<file path="config.mk">
export PLATFORM = sky130hd
export DESIGN_NAME = vga_timing_monitor
export DESIGN_NICKNAME = d
export VERILOG_FILES = /design/src/rtl/vga_timing_monitor_pkg.sv /design/src/rtl/vga_timing_monitor_sync_period_check.sv /design/src/rtl/vga_timing_monitor.sv
export SDC_FILE = /design/constraint.sdc
export NUM_CORES = 1
export LEC_CHECK = 0
export ABC_CLOCK_PERIOD_IN_PS = 5600
export BUFFER_PORTS_ARGS = -buffer_cell sky130_fd_sc_hd__buf_4
export CAP_MARGIN = 15
export CELL_PAD_IN_SITES_DETAIL_PLACEMENT = 0
export CELL_PAD_IN_SITES_GLOBAL_PLACEMENT = 1
export CORE_UTILIZATION = 25
export DETAILED_ROUTE_END_ITERATION = 10
export PLACE_DENSITY_LB_ADDON = 0.12
export SLEW_MARGIN = 20
export SYNTH_ARGS = -nofsm -noshare
export SYNTH_HDL_FRONTEND = slang
export SYNTH_SLANG_ARGS = --single-unit
</file>
<file path="constraint.sdc">
create_clock -name clk -period 5.6 [get_ports clk]
set_input_delay 0.84 -clock clk [delete_from_list [all_inputs] [get_ports clk]]
set_output_delay 0.84 -clock clk [all_outputs]
set_load 0.005 [all_outputs]
</file>
<file path="src/rtl/vga_timing_monitor_pkg.sv">
// vga_timing_monitor_pkg: state encoding, default 640x480@60 timing and sync polarity helper
package vga_timing_monitor_pkg;
    typedef enum logic [1:0] {SEARCH, MEASURE, LOCKED} state_t;
    localparam int DEF_H_TOTAL     = 800;
    localparam int DEF_H_SYNC      = 96;
    localparam int DEF_V_TOTAL     = 525;
    localparam int DEF_V_SYNC      = 2;
    localparam int DEF_H_ACT_START = 144;
    localparam int DEF_H_ACTIVE    = 640;
    localparam int DEF_V_ACT_START = 35;
    localparam int DEF_V_ACTIVE    = 480;
    localparam int SYNC_ACTIVE_LOW = 0;
    function automatic logic sync_active(input logic lvl, input logic pol);
        return lvl ~^ pol;
    endfunction
endpackage

</file>
<file path="src/rtl/vga_timing_monitor_sync_period_check.sv">
// sync_period_check: counts ticks since the last assertion edge and checks period and asserted width
module sync_period_check #(
    parameter int TOTAL = 800,
    parameter int WIDTH = 96,
    parameter int CNT_W = 16
) (
    input  logic             clk,
    input  logic             reset,
    input  logic             i_tick,
    input  logic             i_level,
    input  logic             i_edge,
    output logic [CNT_W-1:0] o_cnt,
    output logic             o_period_err,
    output logic             o_width_err
);
    logic [CNT_W-1:0] r_cnt, r_width, w_cnt_inc, w_width_inc;
    logic             r_level, w_fall;
    // counts include the tick of the edge cycle, so at the next edge r_cnt is the full period
    assign w_cnt_inc   = (&r_cnt) ? r_cnt : r_cnt + CNT_W'(i_tick);
    assign w_width_inc = (&r_width) ? r_width : r_width + CNT_W'(i_tick);
    assign w_fall      = r_level & ~i_level;
    always_ff @(posedge clk) begin
        if (reset) begin
            r_cnt   <= '0;
            r_width <= '0;
            r_level <= 1'b0;
        end else begin
            r_level <= i_level;
            r_cnt   <= i_edge ? CNT_W'(i_tick) : w_cnt_inc;
            r_width <= i_edge ? CNT_W'(i_tick) : (i_level ? w_width_inc : r_width);
        end
    end
    assign o_cnt        = r_cnt;
    assign o_period_err = i_edge && (r_cnt != CNT_W'(TOTAL));
    assign o_width_err  = w_fall && (r_width != CNT_W'(WIDTH));
endmodule

</file>
<file path="src/rtl/vga_timing_monitor.sv">
// vga_timing_monitor: checks VGA sync timing and active pixel count, publishes one result and checksum per frame
module vga_timing_monitor
    import vga_timing_monitor_pkg::*;
#(
    parameter int H_TOTAL     = DEF_H_TOTAL,
    parameter int H_SYNC      = DEF_H_SYNC,
    parameter int V_TOTAL     = DEF_V_TOTAL,
    parameter int V_SYNC      = DEF_V_SYNC,
    parameter int H_ACT_START = DEF_H_ACT_START,
    parameter int H_ACTIVE    = DEF_H_ACTIVE,
    parameter int V_ACT_START = DEF_V_ACT_START,
    parameter int V_ACTIVE    = DEF_V_ACTIVE,
    parameter int SYNC_POL    = SYNC_ACTIVE_LOW,
    parameter int RGB_W       = 3,
    parameter int CNT_W       = 16
) (
    input  logic             clk,
    input  logic             reset,
    input  logic             h_sync,
    input  logic             v_sync,
    input  logic [RGB_W-1:0] rgb_in,
    output logic             frame_done,
    output logic             frame_ok,
    output logic [4:0]       err_flags,
    output logic             locked,
    output logic [CNT_W-1:0] frame_count,
    output logic [CNT_W-1:0] frame_sum
);
    localparam logic POL = 1'(SYNC_POL);
    state_t           r_state, w_state_nxt;
    logic             r_hs_q, r_hs_d, r_vs_q, r_vs_d;
    logic [RGB_W-1:0] r_rgb_q, r_rgb_d;
    logic             w_hs_lvl, w_vs_lvl, w_hs_edge, w_vs_edge;
    logic [CNT_W-1:0] w_h_cnt, w_v_cnt;
    logic             w_h_total_err, w_h_sync_err, w_v_total_err, w_v_sync_err;
    logic             w_pix_act, w_publish;
    logic [4:0]       r_err, w_err_now, w_err_all, r_flags;
    logic [CNT_W-1:0] r_sum, w_sum_nxt, r_frame_sum, r_count;
    logic [31:0]      r_pix, w_pix_nxt;
    logic             r_done, r_ok;
    assign w_hs_lvl  = sync_active(r_hs_q, POL);
    assign w_vs_lvl  = sync_active(r_vs_q, POL);
    assign w_hs_edge = w_hs_lvl & ~sync_active(r_hs_d, POL);
    assign w_vs_edge = w_vs_lvl & ~sync_active(r_vs_d, POL);
    // syncs reset to the inactive level so reset itself never fakes an assertion edge
    always_ff @(posedge clk) begin
        if (reset) begin
            r_hs_q  <= ~POL;
            r_hs_d  <= ~POL;
            r_vs_q  <= ~POL;
            r_vs_d  <= ~POL;
            r_rgb_q <= '0;
            r_rgb_d <= '0;
        end else begin
            r_hs_q  <= h_sync;
            r_hs_d  <= r_hs_q;
            r_vs_q  <= v_sync;
            r_vs_d  <= r_vs_q;
            r_rgb_q <= rgb_in;
            r_rgb_d <= r_rgb_q;
        end
    end
    sync_period_check #(.TOTAL(H_TOTAL), .WIDTH(H_SYNC), .CNT_W(CNT_W)) u_h_check (
        .clk          (clk),
        .reset        (reset),
        .i_tick       (1'b1),
        .i_level      (w_hs_lvl),
        .i_edge       (w_hs_edge),
        .o_cnt        (w_h_cnt),
        .o_period_err (w_h_total_err),
        .o_width_err  (w_h_sync_err)
    );
    sync_period_check #(.TOTAL(V_TOTAL), .WIDTH(V_SYNC), .CNT_W(CNT_W)) u_v_check (
        .clk          (clk),
        .reset        (reset),
        .i_tick       (w_hs_edge),
        .i_level      (w_vs_lvl),
        .i_edge       (w_vs_edge),
        .o_cnt        (w_v_cnt),
        .o_period_err (w_v_total_err),
        .o_width_err  (w_v_sync_err)
    );
    // w_h_cnt is one ahead of the column index and lines up with the twice-registered pixel
    assign w_pix_act = (w_h_cnt > CNT_W'(H_ACT_START)) && (w_h_cnt <= CNT_W'(H_ACT_START + H_ACTIVE)) &&
                       (w_v_cnt > CNT_W'(V_ACT_START)) && (w_v_cnt <= CNT_W'(V_ACT_START + V_ACTIVE));
    assign w_sum_nxt = w_pix_act ? ({r_sum[CNT_W-2:0], r_sum[CNT_W-1]} ^ CNT_W'(r_rgb_d)) : r_sum;
    assign w_pix_nxt = r_pix + 32'(w_pix_act);
    assign w_err_now = {w_vs_edge && (w_pix_nxt != 32'(H_ACTIVE * V_ACTIVE)),
                        w_v_sync_err, w_v_total_err, w_h_sync_err, w_h_total_err};
    assign w_err_all = r_err | w_err_now;
    always_comb begin
        w_publish   = w_vs_edge && (r_state != SEARCH);
        w_state_nxt = !w_vs_edge ? r_state :
                      (r_state == SEARCH || |w_err_all) ? MEASURE : LOCKED;
    end
    always_ff @(posedge clk) begin
        if (reset) begin
            r_state     <= SEARCH;
            r_err       <= '0;
            r_sum       <= '0;
            r_pix       <= '0;
            r_done      <= 1'b0;
            r_ok        <= 1'b0;
            r_flags     <= '0;
            r_frame_sum <= '0;
            r_count     <= '0;
        end else begin
            r_state <= w_state_nxt;
            r_done  <= w_publish;
            r_err   <= w_vs_edge ? '0 : w_err_all;
            r_sum   <= w_vs_edge ? '0 : w_sum_nxt;
            r_pix   <= w_vs_edge ? '0 : w_pix_nxt;
            if (w_publish) begin
                r_ok        <= ~|w_err_all;
                r_flags     <= w_err_all;
                r_frame_sum <= w_sum_nxt;
                r_count     <= r_count + CNT_W'(1);
            end
        end
    end
    assign frame_done  = r_done;
    assign frame_ok    = r_ok;
    assign err_flags   = r_flags;
    assign locked      = (r_state == LOCKED);
    assign frame_count = r_count;
    assign frame_sum   = r_frame_sum;
endmodule
</file>
==> flow_metrics.py <==
metrics = {
    "logic_synthesis": {
        "synthDistinctLibCells": 65,
        "yosys_warnings": 0,
        "ys.flop_type": "sky130_fd_sc_hd__dfxtp_1",
        "synthDominantAreaCellType": "sky130_fd_sc_hd__dfxtp_1",
        "synthArstFlopShare_pct": 0,
        "synth_enable_flop_cells": 0,
        "synth_most_common_cell": "sky130_fd_sc_hd__dfxtp_1",
        "synth_cells": 878,
        "yosys.area.top_type_share_pct": 44.5,
        "netlist_top_cells_count": "170 x sky130_fd_sc_hd__dfxtp_1, 154 x sky130_fd_sc_hd__nor2_1, 64 x sky130_fd_sc_hd__nand2_1",
        "syn-mean-instance-area_um2": 8.70,
        "synth_sequential_area_ratio_pct": 44.5,
        "syn_area_um2": 7640,
        "mappedNetlistNets": 896,
        "synth_seq_cells": 170,
        "synth_area_leaders": "sky130_fd_sc_hd__dfxtp_1 45%, sky130_fd_sc_hd__nor2_1 7.6%, sky130_fd_sc_hd__xor2_1 6.5%",
    },
    "floorplanning": {
        "design.die.area_um2": 31300,
        "core_area_um2": 29900,
        "starting_density_pct": 25.6,
        "placement_rows": 63,
        "ioPinCount": 47,
        "chipWidth_um": 177,
        "fp.dieH_um": 177,
    },
    "clocking": {
        "cts-buffers-inserted": 17,
        "clk_root_buf": "sky130_fd_sc_hd__clkbuf_16",
        "cts_tree": "yes",
        "clkLatencyLatePin_ns": 0.43,
        "deepest_level_of_the_cts_h_tree": 4,
        "max-clock-path-buffers": 2,
        "total_of_hold_buffers_inserted_after_clock_tree_synthesis": 0,
        "cts.repair_timing.setup_buffer_count": 0,
        "cts_resized": 0,
        "cts.clk_slew.worst_paths_ns": 0.07,
        "clkSinkCount": 170,
    },
    "setup_path": {
        "regToRegSetupSlack_ns": 0.95,
        "cpPeakStageDelay_ns": 0.62,
        "critPathLaunch": "u_h_check.o_cnt[0]",
        "data_arrival_critical_path_ns": 5.03,
        "cp_num_buf_inv": 1,
        "cpLargestDelayFamily": "simple AND/OR/NAND/NOR gates",
        "required_ns": 5.97,
        "crit_path_start_kind": "flip-flop",
        "crit_path_max_fanout": 6,
        "timing.critical_path.cells": "inv_1 -> ha_1 -> or3b_1 -> a211o_1 -> o21a_4 -> nor3_1 -> ha_1 -> ha_1 -> nand4_1 -> nor4_1 -> xnor2_1 -> or3b_1 -> nor4_1 -> a41o_1",
        "cell_repeated_most_along_the_worst_path": "sky130_fd_sc_hd__ha_1",
        "critPathCaptureType": "flip-flop",
        "reg2reg_from": "u_h_check.o_cnt[0]",
        "criticalPathCategory": "reg -> reg",
        "crit_slowest_cell": "sky130_fd_sc_hd__nor4_1",
    },
    "sta": {
        "clock-skew-final_ns": 0.00884,
        "tightest_slew_ns": 1.08,
        "timing.hold.ws_ns": 0.449,
        "grt_setup_unrepaired": "false",
        "period_minus_slack_ns": 4.65,
        "report.final.slew_viol_count": 0,
        "totalNegativeSetupSlack_ns": 0,
        "fmax_mhz": 215,
        "min_period_over_period_pct": 83.1,
        "hold_viol": 0,
        "maxSlewHeadroom_pct": 27.9,
        "setup_viol_count_final": 0,
    },
    "global_route": {
        "grt.met3_usage_pct": 2.62,
        "gr_overflow_total": 0,
        "number_of_antenna_violations_at_the_first_check_in_global_routing": 0,
        "largest_net_degree_at_the_start_of_global_routing": 53,
        "vias_in_the_first_global_route": 6028,
        "met1_usage_pct": 17.4,
        "groute.usage.overall_pct": 12.8,
        "top_usage_layer": "met2",
        "grt_use_met2_pct": 20.0,
        "grt_pass1_wl_mm": 31.5,
    },
    "layout": {
        "stdcell_count": 1308,
        "core_occupancy_in_the_finished_layout_pct": 29.8,
        "final.fill_count": 3191,
        "synthesis_to_layout_area_growth_pct": 16.6,
        "layout.nets": 924,
        "diodes": 0,
        "final_layout_size_suffix_gt1_share_pct": 10.3,
    },
    "pwr": {
        "leak_pwr_nw": 3.15,
        "peakVddDrop_uv": 193,
        "pwr_density_cell_nw_per_um2": 282,
    },
    "drt": {
        "totalWireLength_mm": 18.7,
        "route.antenna.remaining_nets": 0,
        "num_vias": 5913,
        "wl_per_cell_um": 14.3,
        "detailedRoute.firstPassIterationCount": 7,
        "remaining_drc_errors": 0,
        "vias_per_cell": 4.52,
        "detailedRoute.firstIterationViolations": 331,
    },
    "place": {
        "placed_cells": 1277,
        "dp_hpwl_mm": 13.0,
        "io_buffers": 46,
        "finalWeightedCongestion": 0.721,
    },
    "worst_hold_path": {
        "hp-start": "r_rgb_q[0]",
        "hold_path_class": "reg -> reg",
    },
    "outcome": {
        "result_of_the_run": "finished, final reports clean",
    },
    "run": {
        "maxCapViolCount": 0,
    },
}
-- worst reg2reg max path, stage by stage (launching register included) --
cell                      delay, ns
sky130_fd_sc_hd__dfxtp_1       0.32
sky130_fd_sc_hd__inv_1         0.08
sky130_fd_sc_hd__ha_1          0.14
sky130_fd_sc_hd__or3b_1        0.37
sky130_fd_sc_hd__a211o_1       0.33
sky130_fd_sc_hd__o21a_4        0.21
sky130_fd_sc_hd__nor3_1        0.32
sky130_fd_sc_hd__ha_1          0.32
sky130_fd_sc_hd__ha_1          0.32
sky130_fd_sc_hd__nand4_1       0.19
sky130_fd_sc_hd__nor4_1        0.56
sky130_fd_sc_hd__xnor2_1       0.20
sky130_fd_sc_hd__or3b_1        0.37
sky130_fd_sc_hd__nor4_1        0.62
sky130_fd_sc_hd__a41o_1        0.26
-- per-layer routing --
metal	share of wire [%]	up-vias
met4	1.2	0
met1	51	2739
li1	-	3109
met5	0	-
met3	2.3	15
met2	45	50
-- stage by stage --
stage               power (mW)  setup WS [ns]  instance area [um2]
detailed placement        1.34          0.927                 8320
global route              2.62          0.527                 8910
global placement          1.34           1.01                 8320
floorplan                 1.31           1.73                 7640
CTS                       2.56          0.893                 8910
finish                    2.51          0.946                 8910
-- cell usage in the layout, fill, tap and decap left out, types with 3 or more instances in the layout --
master,instances
sky130_fd_sc_hd__and4_1,13
sky130_fd_sc_hd__or4_1,3
sky130_fd_sc_hd__a211oi_1,16
sky130_fd_sc_hd__nor4b_1,3
sky130_fd_sc_hd__nand4_1,30
sky130_fd_sc_hd__inv_8,3
sky130_fd_sc_hd__nor4_1,17
sky130_fd_sc_hd__mux2i_1,21
sky130_fd_sc_hd__or3_1,13
sky130_fd_sc_hd__or2_1,5
sky130_fd_sc_hd__or2_2,4
sky130_fd_sc_hd__inv_1,20
sky130_fd_sc_hd__ha_1,11
sky130_fd_sc_hd__and3_1,22
sky130_fd_sc_hd__a31oi_1,6
sky130_fd_sc_hd__nor3_1,18
sky130_fd_sc_hd__o21ai_1,4
sky130_fd_sc_hd__a21oi_1,29
sky130_fd_sc_hd__nor2_1,154
sky130_fd_sc_hd__clkbuf_16,17
sky130_fd_sc_hd__inv_6,4
sky130_fd_sc_hd__dfxtp_1,170
sky130_fd_sc_hd__and2_1,13
sky130_fd_sc_hd__nand2b_1,3
sky130_fd_sc_hd__nand2_1,63
sky130_fd_sc_hd__nand3_1,36
sky130_fd_sc_hd__buf_4,50
sky130_fd_sc_hd__xnor2_1,35
sky130_fd_sc_hd__xor2_1,57
sky130_fd_sc_hd__nor2b_1,10
sky130_fd_sc_hd__o21ai_0,17
-- cell type report --
type / instances / area (um2) / share of cell area, %
multi-input cells: 647 / 3980 / 44.7
flip-flops and latches: 170 / 3400 / 38.2
well taps: 390 / 488 / 5.48
clock buffers: 18 / 429 / 4.82
repair buffers: 50 / 375 / 4.21
clock inverters: 13 / 158 / 1.77
inverters: 20 / 75.1 / 0.843
-- registers in the layout, summed over array words and instances, names as in the netlist, 2 cells and up --
register	flops
r_rgb_d	3
r_pix	32
u_h_check.o_cnt	16
err_flags	5
u_h_check.r_width	16
r_rgb_q	3
frame_count	16
u_v_check.o_cnt	16
u_v_check.r_width	16
r_sum	16
r_err	5
frame_sum	16
r_state	2
-- worst paths after layout --
kind                     end  cells past startpoint
setup reg to reg    frame_ok                     14
hold / removal    r_rgb_d[0]                      1
setup / recovery    frame_ok                     14
hold reg to reg   r_rgb_d[0]                      1
-- logic make-up (layout without fill, tap and decap cells) --
family          count (synthesis)  after routing  synth area share (%)
compound gates                 98             98                  8.66
buf+inv                        61            101                  3.39
flops                         170            170                  44.5
mux                            23             23                  3.05
fa+ha+maj                      11             11                  1.80
xor+xnor                       92             92                  10.5
simple gates                  423            423                  28.0
-- power breakdown --
part	leakage [nW]	internal, mW	switching (mW)	total, mW
clock network	0.284	0.670	0.534	1.20
registers	1.37	1.22	0.00945	1.23
logic	1.49	0.0251	0.0490	0.0741
(Power assumes the default switching activity.)
